## src/rtl/tally_pkg.sv

```systemverilog
// Shared types and constants for the capture/tally path (controller and reporter).
package tally_pkg;
    localparam int CNT_W_DEF   = 8;
    localparam int NUM_OPS_DEF = 4;
    localparam int IDX_W       = 3;
    localparam logic [IDX_W-1:0] IDX_TRAILER = 3'd4;

    typedef enum logic [1:0] {IDLE, SEND, CLEAR, WAIT_LOW} state_t;
endpackage

```

## src/rtl/tally_snapshot.sv

```systemverilog
// Snapshot register bank for the tally counters, loaded on a strobe and read back by index.
module tally_snapshot
    import tally_pkg::*;
#(
    parameter int CNT_W   = CNT_W_DEF,
    parameter int NUM_OPS = NUM_OPS_DEF
) (
    input  logic                     clock,
    input  logic                     rst,
    input  logic                     load,
    input  logic [NUM_OPS*CNT_W-1:0] count_bus,
    input  logic [IDX_W-1:0]         rd_idx,
    output logic [CNT_W-1:0]         rd_data
);
    logic [NUM_OPS-1:0][CNT_W-1:0] snap;

    always_ff @(posedge clock or posedge rst) begin
        if (rst)       snap <= '0;
        else if (load) snap <= count_bus;
    end

    // Indices past the bank (e.g. the trailer slot) read as zero.
    always_comb begin
        rd_data = '0;
        for (int k = 0; k < NUM_OPS; k++)
            if (rd_idx == IDX_W'(k)) rd_data = snap[k];
    end
endmodule

```

## src/rtl/tally_reporter.sv

```systemverilog
// Snapshots the tally counters on `full`, streams them over valid/ready, then pulses `clear`.
// Optional trailer word carrying the counter sum: define TALLY_REPORTER_SUM_EN.
module tally_reporter
    import tally_pkg::*;
#(
    parameter int CNT_W   = CNT_W_DEF,
    parameter int NUM_OPS = NUM_OPS_DEF
) (
    input  logic                     clock,
    input  logic                     rst,
    input  logic                     full,
    input  logic [NUM_OPS*CNT_W-1:0] count_bus,
    input  logic                     out_ready,
    output logic                     out_valid,
    output logic [CNT_W-1:0]         out_data,
    output logic [IDX_W-1:0]         out_idx,
    output logic                     out_last,
    output logic                     clear,
    output logic                     busy
);
`ifdef TALLY_REPORTER_SUM_EN
    localparam logic [IDX_W-1:0] LAST_IDX = IDX_TRAILER;
`else
    localparam logic [IDX_W-1:0] LAST_IDX = IDX_W'(NUM_OPS - 1);
`endif

    state_t             state;
    logic [IDX_W-1:0]   idx;
    logic               load;
    logic [CNT_W-1:0]   rd_data;

    assign load    = (state == IDLE) && full;
    assign out_idx = idx;

    tally_snapshot #(.CNT_W(CNT_W), .NUM_OPS(NUM_OPS)) u_snapshot (
        .clock     (clock),
        .rst       (rst),
        .load      (load),
        .count_bus (count_bus),
        .rd_idx    (idx),
        .rd_data   (rd_data)
    );

`ifdef TALLY_REPORTER_SUM_EN
    // Sum is captured alongside the snapshot, so it always matches the reported words.
    logic [CNT_W-1:0] bus_sum, sum_q;

    always_comb begin
        bus_sum = '0;
        for (int k = 0; k < NUM_OPS; k++)
            bus_sum = bus_sum + count_bus[k*CNT_W +: CNT_W];
    end

    always_ff @(posedge clock or posedge rst) begin
        if (rst)       sum_q <= '0;
        else if (load) sum_q <= bus_sum;
    end

    assign out_data = (idx == IDX_TRAILER) ? sum_q : rd_data;
`else
    assign out_data = rd_data;
`endif

    always_ff @(posedge clock or posedge rst) begin
        if (rst) begin
            state     <= IDLE;
            idx       <= '0;
            out_valid <= 1'b0;
            out_last  <= 1'b0;
            clear     <= 1'b0;
            busy      <= 1'b0;
        end else begin
            case (state)
                IDLE: if (full) begin
                    state     <= SEND;
                    idx       <= '0;
                    out_valid <= 1'b1;
                    out_last  <= (LAST_IDX == '0);
                    busy      <= 1'b1;
                end
                SEND: if (out_ready) begin
                    if (out_last) begin
                        state     <= CLEAR;
                        out_valid <= 1'b0;
                        out_last  <= 1'b0;
                        clear     <= 1'b1;
                    end else begin
                        idx      <= idx + 1'b1;
                        out_last <= ((idx + 1'b1) == LAST_IDX);
                    end
                end
                CLEAR: begin
                    clear <= 1'b0;
                    idx   <= '0;
                    state <= WAIT_LOW;
                end
                WAIT_LOW: if (!full) begin
                    state <= IDLE;
                    busy  <= 1'b0;
                end
                default: state <= IDLE;
            endcase
        end
    end
endmodule

```

## config.mk

```make
export PLATFORM = sky130hd
export DESIGN_NAME = tally_reporter
export DESIGN_NICKNAME = d
export VERILOG_FILES = /design/src/rtl/tally_pkg.sv /design/src/rtl/tally_snapshot.sv /design/src/rtl/tally_reporter.sv
export SDC_FILE = /design/constraint.sdc
export NUM_CORES = 1
export LEC_CHECK = 0
export CAP_MARGIN = 10
export CORE_ASPECT_RATIO = 0.7
export CORE_UTILIZATION = 53
export CTS_BUF_LIST = sky130_fd_sc_hd__clkbuf_16
export CTS_CLUSTER_DIAMETER = 40
export DETAILED_ROUTE_END_ITERATION = 8
export GPL_TIMING_DRIVEN = 1
export PLACE_DENSITY = 0.85
export SLEW_MARGIN = 20
export SYNTH_ARGS = -nofsm -noshare
export SYNTH_HDL_FRONTEND = slang
export SYNTH_SLANG_ARGS = --single-unit
```

## constraint.sdc

```tcl
create_clock -name clock -period 3.87 [get_ports clock]
set_input_delay 0.5805 -clock clock [delete_from_list [all_inputs] [get_ports clock]]
set_output_delay 0.5805 -clock clock [all_outputs]
set_load 0.005 [all_outputs]
```

==> flow_summary.ini <==
[yosys]
syn_area_um2 = 2120
synth-edff-count = 0
ys_warn_count = 0
synth.distinct_cells = 29
syn-num-nets = 209
synthTopCellsByCount = dfrtp_1, mux2_4, o21ai_0
ys_top_cells_by_area = dfrtp_1, mux2_4, ha_1
yosysMostFrequentCell = dfrtp_1
synth-main-ff-cell = dfrtp_1
yosys_register_bits = 41
synth_top_cell_by_area = dfrtp_1
ys_seq_area_frac = 0.484
async_flop_share = 1.00
syn_avg_cell_area_um2 = 12.9
syn_inst = 164
synth.top_cell.area_share = 0.484

[drt]
vias_per_cell = 5.50
drt_wl_total_um = 4610
routedWlPerCell_um = 17.5
drtIter0Drc = 71
ant_nets = 0
drt_pass1_iterations = 4
vias = 1453
drc = 0

[flow_run]
maxCapViolations = 0

[power_and_ir_drop]
total_power_mw = 2.33
leakage_nw = 1.26
power_density_nw_per_um2 = 844
ir_drop_mv = 0.461

[clock_tree]
root_buffer = clkbuf_16
clock_latency_ns = 0.28
cts.sinks = 41
post_cts_buffers = 0
post_cts_resize_count = 0
cts_max_level = 2
cts_made_buffers = 5
cts_buffer_depth = 2
cts_tree = done
cts_hold_buf = 0
path_clk_slew_ns = 0.05

[layout]
fin_nets = 259
drive_above_1_share = 0.206
n_fill_cell = 223
fin_util = 0.752
syn_to_final_growth_pct = 30.1
num_antenna_cells = 0

[floorplanning]
die_w_um = 77.6
core_area_um2 = 3670
ios = 51
die_y_um = 54.9
die-area_um2 = 4260
placementRows = 18
initial_core_util = 0.578

[critical_path]
crit_required_ns = 3.29
worstPathMaxFanout = 9
worstPathArrival_ns = 2.35
setup.worst_path.end_class = output pin
crit_path_start_kind = flop
path_class = reg2out

[sta]
relSlewSlack = 0.298
drv_slew = 0
worstMarginPinSlew_ns = 1.05
final.min_clock_period_ns = 2.93
skew_ns = 0.00296
fin_setup_tns_ns = 0
finalSetupViolations = 0
timing.hold.ws_ns = 0.513
hold_viol_final = 0
timing.fmax_mhz = 342
layout_worst_path_cycle_share = 0.757
fin_ws_ns = 0.942
rsz0062_at_grt = no

[global_route]
grt_pass1_vias = 1391
gr-total-overflow = 0
antenna_found_initial = 0
grt_pass1_wl_um = 7200
track_usage = 0.237
grt_max_degree = 42

[placement]
gp_congestion = 0.862
place_ws_ns = 1.25
hpwl_um = 3280
io_buffers = 50

[worst_hold_path]
worstHoldPathType = reg2reg

[status]
status = finished, final reports clean
-- state kept, by name, summed over array words and instances, names as in the netlist --
| signal | cells |
|---|---|
| u_snapshot.snap | 32 |
| out_idx | 3 |
| state | 2 |
| busy | 1 |
| clear | 1 |
| out_last | 1 |
| out_valid | 1 |
-- final timing paths --
| check | slack (ns) | endpoint | startpoint | cells after the start |
|---|---|---|---|---|
| worst min register to register | 0.51 | u_snapshot.snap[31] | u_snapshot.snap[31] | 1 |
| worst min-delay path | 0.51 | u_snapshot.snap[31] | u_snapshot.snap[31] | 1 |
| max in group asynchronous | 2.79 | u_snapshot.snap[23] | rst | 3 |
| min in group asynchronous | 0.73 | u_snapshot.snap[5] | rst | 3 |
| worst max register to register | 1.65 | u_snapshot.snap[26] | state[0] | 4 |
| worst max-delay path | 0.94 | out_data[7] | out_idx[0] | 6 |
-- where the power goes --
| part | switching (mW) | total (mW) | internal [mW] |
|---|---|---|---|
| Sequential | 0.158 | 0.796 | 0.638 |
| Clock | 0.152 | 0.382 | 0.230 |
| Combinational | 0.433 | 1.15 | 0.719 |
-- worst max-delay path: stages (launching register included) --
cell	delay, ns
dfrtp_1	0.44
ha_1	0.23
ha_1	0.28
nor2_2	0.28
o21ai_0	0.12
o21ai_0	0.18
clkdlybuf4s50_1	0.53
-- cells in the final DEF (no fill, tap or decap) --
cell type | synthesis | layout
clkdlybuf4s50_1 | 0 | 50
dfrtp_1 | 41 | 41
mux2_4 | 31 | 31
o21ai_0 | 12 | 12
nand2_1 | 10 | 10
inv_1 | 8 | 9
ha_1 | 9 | 9
a21oi_1 | 8 | 8
nand2b_1 | 6 | 6
clkbuf_16 | 0 | 5
o21ai_1 | 4 | 4
a32o_1 | 4 | 4
a221oi_1 | 4 | 4
nor2b_1 | 2 | 2
mux2i_1 | 2 | 2
o22ai_1 | 2 | 2
mux2_2 | 2 | 2
a21bo_2 | 1 | 1
nand3_2 | 1 | 1
nand2_2 | 1 | 1
nand4b_1 | 1 | 1
nand3_1 | 1 | 1
o2bb2ai_1 | 1 | 1
nor2_2 | 1 | 1
nor3_1 | 1 | 1
a211oi_2 | 1 | 1
nor2_1 | 1 | 1
a32oi_1 | 1 | 1
clkinv_1 | 0 | 1
buf_4 | 0 | 1
-- area by class of cell --
type | instances | area, um^2 | share of cell area
Clock inverter | 2 | 7.51 | 0.00272
Timing Repair Buffer | 51 | 508 | 0.184
Inverter | 8 | 30.0 | 0.0109
Multi-Input combinational cell | 107 | 1000 | 0.363
Clock buffer | 5 | 125 | 0.0453
Sequential cell | 41 | 1030 | 0.372
Tap cell | 50 | 62.6 | 0.0227
-- stage by stage --
stage               area, um^2  instances
CTS                       2760        264
detailed placement        2630        257
finish                    2760        264
floorplan                 2120        164
global placement          2630        257
global route              2760        264
-- logic make-up (layout without fill, tap and decap cells) --
kind of cell,count (synthesis),count (layout),synth area share
fa+ha+maj,9,9,0.0531
buf+inv,16,66,0.0442
simple gates,25,25,0.0625
compound gates,38,38,0.117
flops,41,41,0.484
mux,35,35,0.240
-- routing by layer --
metal / wire [um] / up-vias / GRT usage
met4: 63 / 0 / 0.0943
met2: 2000 / 46 / 0.355
li1: - / 686 / -
met3: 254 / 8 / 0.0574
met5: 0 / - / 0
met1: 2300 / 713 / 0.337
Power figures use the tool's default switching activity.
